[src/rtl/sram_arbiter.sv]
// rtl/sram_arbiter.sv - capture write queue and readout arbiter sharing one async SRAM
// Optional SRAM_ARB_DROP_CNT_EN adds a saturating dropped-pixel counter output (drop_cnt).
module sram_arbiter #(
    parameter int FIFO_DEPTH  = 4,
    parameter int FRAME_WORDS = 19200
) (
    input  logic        pclk,
    input  logic        res,
    input  logic        vsync,
    input  logic        pix_valid,
    input  logic [11:0] pix_data,
    input  logic        rd_req,
    input  logic [15:0] rd_addr,
    output logic        rd_gnt,
    output logic        rd_valid,
    output logic [11:0] rd_data,
    output logic [15:0] sram_addr,
    output logic [15:0] sram_dq_o,
    output logic        sram_dq_oe,
    input  logic [15:0] sram_dq_i,
    output logic        WEb,
    output logic        OEb,
    output logic        BLEb,
    output logic        BHEb,
    output logic [15:0] wr_addr,
    output logic        fifo_full,
    output logic        frame_done
`ifdef SRAM_ARB_DROP_CNT_EN
    ,
    output logic [7:0]  drop_cnt
`endif
);

    localparam int PW = $clog2(FIFO_DEPTH);
    localparam int CW = PW + 1;

    typedef enum logic [2:0] {
        IDLE,
        WR_SETUP,
        WR_STROBE,
        RD_SETUP,
        RD_SAMPLE
    } state_t;

    state_t          state, state_nxt;
    logic [11:0]     mem [FIFO_DEPTH];
    logic [PW-1:0]   rd_ptr, wr_ptr, head_nxt;
    logic [CW-1:0]   count, arb_count;
    logic            vsync_q, vs_edge;
    logic            abandon;
    logic            last_wr;
    logic [15:0]     wr_lat_addr, rd_lat_addr, wr_addr_nxt;
    logic [11:0]     wr_lat_data;
    logic            pop, push_ok, wr_pend, urgent, grant_wr, grant_rd;
    logic            unused_dq;

    assign unused_dq = ^sram_dq_i[15:12];

    assign vs_edge   = vsync & ~vsync_q;
    assign fifo_full = (count == CW'(FIFO_DEPTH));
    assign push_ok   = pix_valid && !fifo_full;
    // A write abandoned by a frame sync already had its entry flushed, so it must not pop.
    assign pop       = (state == WR_STROBE) && !abandon && !vs_edge;
    assign arb_count = count - CW'(pop);
    assign head_nxt  = rd_ptr + PW'(pop);
    assign wr_pend   = (arb_count != '0) && !vs_edge;
    assign urgent    = (arb_count >= CW'(FIFO_DEPTH - 1));

    always_comb begin
        wr_addr_nxt = wr_addr;
        if (vs_edge) begin
            wr_addr_nxt = '0;
        end else if (pop) begin
            wr_addr_nxt = (wr_addr == 16'(FRAME_WORDS - 1)) ? 16'd0 : wr_addr + 16'd1;
        end
    end

    always_comb begin
        state_nxt = state;
        grant_wr  = 1'b0;
        grant_rd  = 1'b0;
        case (state)
            IDLE, WR_STROBE, RD_SAMPLE: begin
                if (wr_pend && (urgent || !rd_req || !last_wr)) begin
                    grant_wr = 1'b1;
                end else if (rd_req) begin
                    grant_rd = 1'b1;
                end
                state_nxt = grant_wr ? WR_SETUP : (grant_rd ? RD_SETUP : IDLE);
            end
            WR_SETUP: state_nxt = WR_STROBE;
            RD_SETUP: state_nxt = RD_SAMPLE;
            default:  state_nxt = IDLE;
        endcase
    end

    always_comb begin
        sram_addr  = '0;
        sram_dq_o  = '0;
        sram_dq_oe = 1'b0;
        WEb        = 1'b1;
        OEb        = 1'b1;
        BLEb       = 1'b1;
        BHEb       = 1'b1;
        rd_gnt     = 1'b0;
        case (state)
            WR_SETUP, WR_STROBE: begin
                sram_addr  = wr_lat_addr;
                sram_dq_o  = {4'h0, wr_lat_data};
                sram_dq_oe = 1'b1;
                WEb        = (state != WR_STROBE);
                BLEb       = 1'b0;
                BHEb       = 1'b0;
            end
            RD_SETUP, RD_SAMPLE: begin
                sram_addr = rd_lat_addr;
                OEb       = 1'b0;
                BLEb      = 1'b0;
                BHEb      = 1'b0;
                rd_gnt    = (state == RD_SETUP);
            end
            default: ;
        endcase
    end

    // On a frame sync the pixel arriving in the same cycle becomes slot 0 of the new frame.
    always_ff @(posedge pclk) begin
        if (!res && (vs_edge ? pix_valid : push_ok)) begin
            mem[vs_edge ? '0 : wr_ptr] <= pix_data;
        end
    end

    always_ff @(posedge pclk) begin
        vsync_q <= vsync;
        if (res) begin
            state       <= IDLE;
            rd_ptr      <= '0;
            wr_ptr      <= '0;
            count       <= '0;
            wr_addr     <= '0;
            last_wr     <= 1'b0;
            abandon     <= 1'b0;
            wr_lat_addr <= '0;
            wr_lat_data <= '0;
            rd_lat_addr <= '0;
            rd_valid    <= 1'b0;
            rd_data     <= '0;
            frame_done  <= 1'b0;
        end else begin
            state      <= state_nxt;
            wr_addr    <= wr_addr_nxt;
            frame_done <= pop && (wr_addr == 16'(FRAME_WORDS - 1));
            rd_valid   <= (state == RD_SAMPLE);
            if (state == RD_SAMPLE) begin
                rd_data <= sram_dq_i[11:0];
            end

            if (vs_edge) begin
                rd_ptr <= '0;
                wr_ptr <= PW'(pix_valid);
                count  <= CW'(pix_valid);
            end else begin
                if (push_ok) wr_ptr <= wr_ptr + 1'b1;
                if (pop)     rd_ptr <= rd_ptr + 1'b1;
                count <= count + CW'(push_ok) - CW'(pop);
            end

            if (grant_wr) begin
                wr_lat_addr <= wr_addr_nxt;
                wr_lat_data <= mem[head_nxt];
                last_wr     <= 1'b1;
                abandon     <= 1'b0;
            end else if (state == WR_SETUP && vs_edge) begin
                abandon <= 1'b1;
            end
            if (grant_rd) begin
                rd_lat_addr <= rd_addr;
                last_wr     <= 1'b0;
            end
        end
    end

`ifdef SRAM_ARB_DROP_CNT_EN
    always_ff @(posedge pclk) begin
        if (res || vs_edge) begin
            drop_cnt <= '0;
        end else if (pix_valid && fifo_full && drop_cnt != 8'hFF) begin
            drop_cnt <= drop_cnt + 8'd1;
        end
    end
`endif

endmodule

[config.mk]
export PLATFORM = sky130hd
export DESIGN_NAME = sram_arbiter
export DESIGN_NICKNAME = d
export VERILOG_FILES = /design/src/rtl/sram_arbiter.sv
export SDC_FILE = /design/constraint.sdc
export NUM_CORES = 1
export LEC_CHECK = 0
export CORE_UTILIZATION = 54
export CTS_CLUSTER_SIZE = 16
export DETAILED_ROUTE_END_ITERATION = 8
export PLACE_DENSITY = 0.83
export SYNTH_ARGS = -nofsm -noshare
export SYNTH_HDL_FRONTEND = slang
export SYNTH_SLANG_ARGS = --single-unit
[constraint.sdc]
create_clock -name pclk -period 5.57 [get_ports pclk]
set_clock_uncertainty 0.1 [all_clocks]
set_input_delay 1.114 -clock pclk [delete_from_list [all_inputs] [get_ports pclk]]
set_output_delay 1.114 -clock pclk [all_outputs]
set_load 0.02 [all_outputs]
==> results.cfg <==
[status]
status = completed

[yosys]
yosysUniqueCellTypes = 45
synth_edf_count = 48
synth_cells = 448
synthTopCellsByArea = dfxtp_1, edfxtp_1, mux4_2, a22o_1, nor2_1
syn_avg_cell_area_um2 = 12.0
synth_top_cell_by_area = dfxtp_1
yosysWarnings = 0
ys_ff_latch = 135
synthArstFlopShare = 0
synth_flop_cell = dfxtp_1
syn_area_um2 = 5370
netlist.area_leader.share = 0.324
ys_seq_area_frac = 0.593

[route]
vias = 3862
drc = 0
wl_per_cell_um = 17.3
dr.first_iter.drc_count = 159
wirelength_um = 12100
drt-met1-wl_um = 4970
first_pass_iters = 5
ant_nets = 0
routed-wl-met2_um = 6330
routed.top_layer = met4
via_per_inst = 5.49
wl_met3_um = 635

[worst_setup_path]
worstSetupStartpointType = input port
critical_path_class = input port to register
critPathCaptureType = register
crit_required_ns = 5.92
arrival_ns = 4.73
worst-path-max-fanout = 22

[timing]
clock.fmax_ghz = 0.228
max_slew.worst_pin.slew_ns = 1.15
rsz0062_at_grt = false
hold_viol_final = 0
whs_ns = 0.356
finalCriticalPeriod_ns = 4.38
slew_headroom = 0.230
final.setup.tns_ns = 0
final_max_slew_viol_count = 0
setup_viol = 0
period_share = 0.786

[placed_design]
dp.cells = 672
hpwl_um = 8100
place_congestion = 0.847
io_buffers = 109

[grt]
antenna_found_initial = 0
grt_start_max_net_pins = 31
grt_pass1_wl_um = 19300
grt_pass1_vias = 3960
overflow = 0
global_route.usage.total = 0.251

[cts]
cts_sinks = 135
clock_path_buffers = 2
postCtsSetupBuffers = 0
postCtsHoldBufs = 0
htree_levels = 4
cts_tree = built
cts.clk_slew.worst_paths_ns = 0.06
clock_latency_ns = 0.52
cts.repair.resized = 0
root_buffer = clkbuf_8
cts_inserted_buffers = 17

[pwr]
p_per_area_nw_per_um2 = 455
total_leakage_power_nw = 2.58
ir_drop_v = 0.000252
p_total_mw = 3.27

[floorplanning]
rows = 36
ios = 118
initial_core_util = 0.554
dieArea_um2 = 10300
die_w_um = 102
core-area_um2 = 9680
die_h_um = 102

[layout]
final_cell_mix = clkdlybuf4s50_1, dfxtp_1, nor2_1, edfxtp_1, nand2_1
nets = 614
layout.cells.most_common = clkdlybuf4s50_1
diodes = 0
layoutNonFillerInstCount = 704
drive_gt1_frac = 0.110
area_growth_pct = 33.9

[hold_path]
min_path_type = register to register

[run]
max_cap_viol_count = 0
[registers in the layout, summed over array words and instances, names as in the netlist, 3 cells and up]
name / count
count: 3
mem: 48
rd_data: 12
rd_lat_addr: 16
state: 3
wr_addr: 16
wr_lat_addr: 16
wr_lat_data: 12
[where the power goes]
part / internal, mW / switching, mW / leakage, nW
logic: 0.385 / 0.504 / 1.14
registers: 1.14 / 0.0801 / 1.14
clock network: 0.733 / 0.428 / 0.294
[per-stage QoR]
stage,setup WS (ns),utilization,area (µm²)
final,1.19,0.742,7190
after global routing,0.986,0.742,7190
after CTS,1.25,0.742,7190
after detailed placement,0.711,0.679,6570
after global placement,0.874,0.679,6570
after floorplan,1.79,-,5380
[logic make-up (layout without fill, tap and decap cells)]
family                   Yosys count  in the layout  synth area share
multiplexers                      28             28            0.0802
buffers and inverters             39            159            0.0364
other                              1              4          0.000699
AND/OR/NAND/NOR                  144            144             0.132
AO/OA/AOI/OAI                     72             72             0.104
XOR/XNOR                          22             22            0.0359
flip-flops                       135            135             0.593
adder cells (fa/ha/maj)            7              7            0.0177
[critical path, stage by stage]
cell	delay, ns
clkdlybuf4s50_1	0.49
nor2b_1	0.15
buf_4	0.16
or3_1	0.46
clkinv_2	0.34
ha_1	0.28
ha_1	0.30
o211ai_1	0.08
a21oi_1	0.24
nor2_1	0.12
a21oi_2	0.43
buf_4	0.36
nor2b_1	0.18
[worst paths after layout]
path	from	end	slack, ns	cells past startpoint
min reg2reg	rd_data[2]	rd_data[2]	0.36	2
min	rd_data[2]	rd_data[2]	0.36	2
max	vsync	abandon	1.19	13
max reg2reg	state[1]	abandon	1.88	11
[synth_stat cells, types with 2 or more instances]
master,instances
a21oi_1,20
a22o_1,28
and2_1,13
and3_1,2
and4_1,2
buf_2,2
buf_4,8
buf_6,2
clkbuf_1,17
dfxtp_1,87
edfxtp_1,48
ha_1,6
inv_1,8
mux2i_1,16
mux4_2,12
nand2_1,43
nand2b_1,3
nand3_1,4
nand3b_1,2
nand4_1,6
nor2_1,48
nor2b_1,2
nor3_1,5
nor3b_1,2
nor4_1,5
nor4_4,2
o21ai_0,2
o2bb2ai_1,14
o2bb2ai_2,2
or3_1,2
xnor2_1,9
xor2_1,13
[metal layers]
metal  GRT usage  vias to the layer above
met4       0.106                        0
li1            -                     1832
met1       0.287                     1877
met2       0.454                      136
met5           0                        -
met3      0.0518                       17
[layout make-up]
cell class	instances	area (µm²)
Sequential cell	135	3180
Clock buffer	19	422
Tap cell	133	166
Fill cell	629	2500
Timing Repair Buffer	118	1160
Inverter	9	35.0
Multi-Input combinational cell	277	2030
Clock inverter	13	193
(Power assumes the default switching activity.)
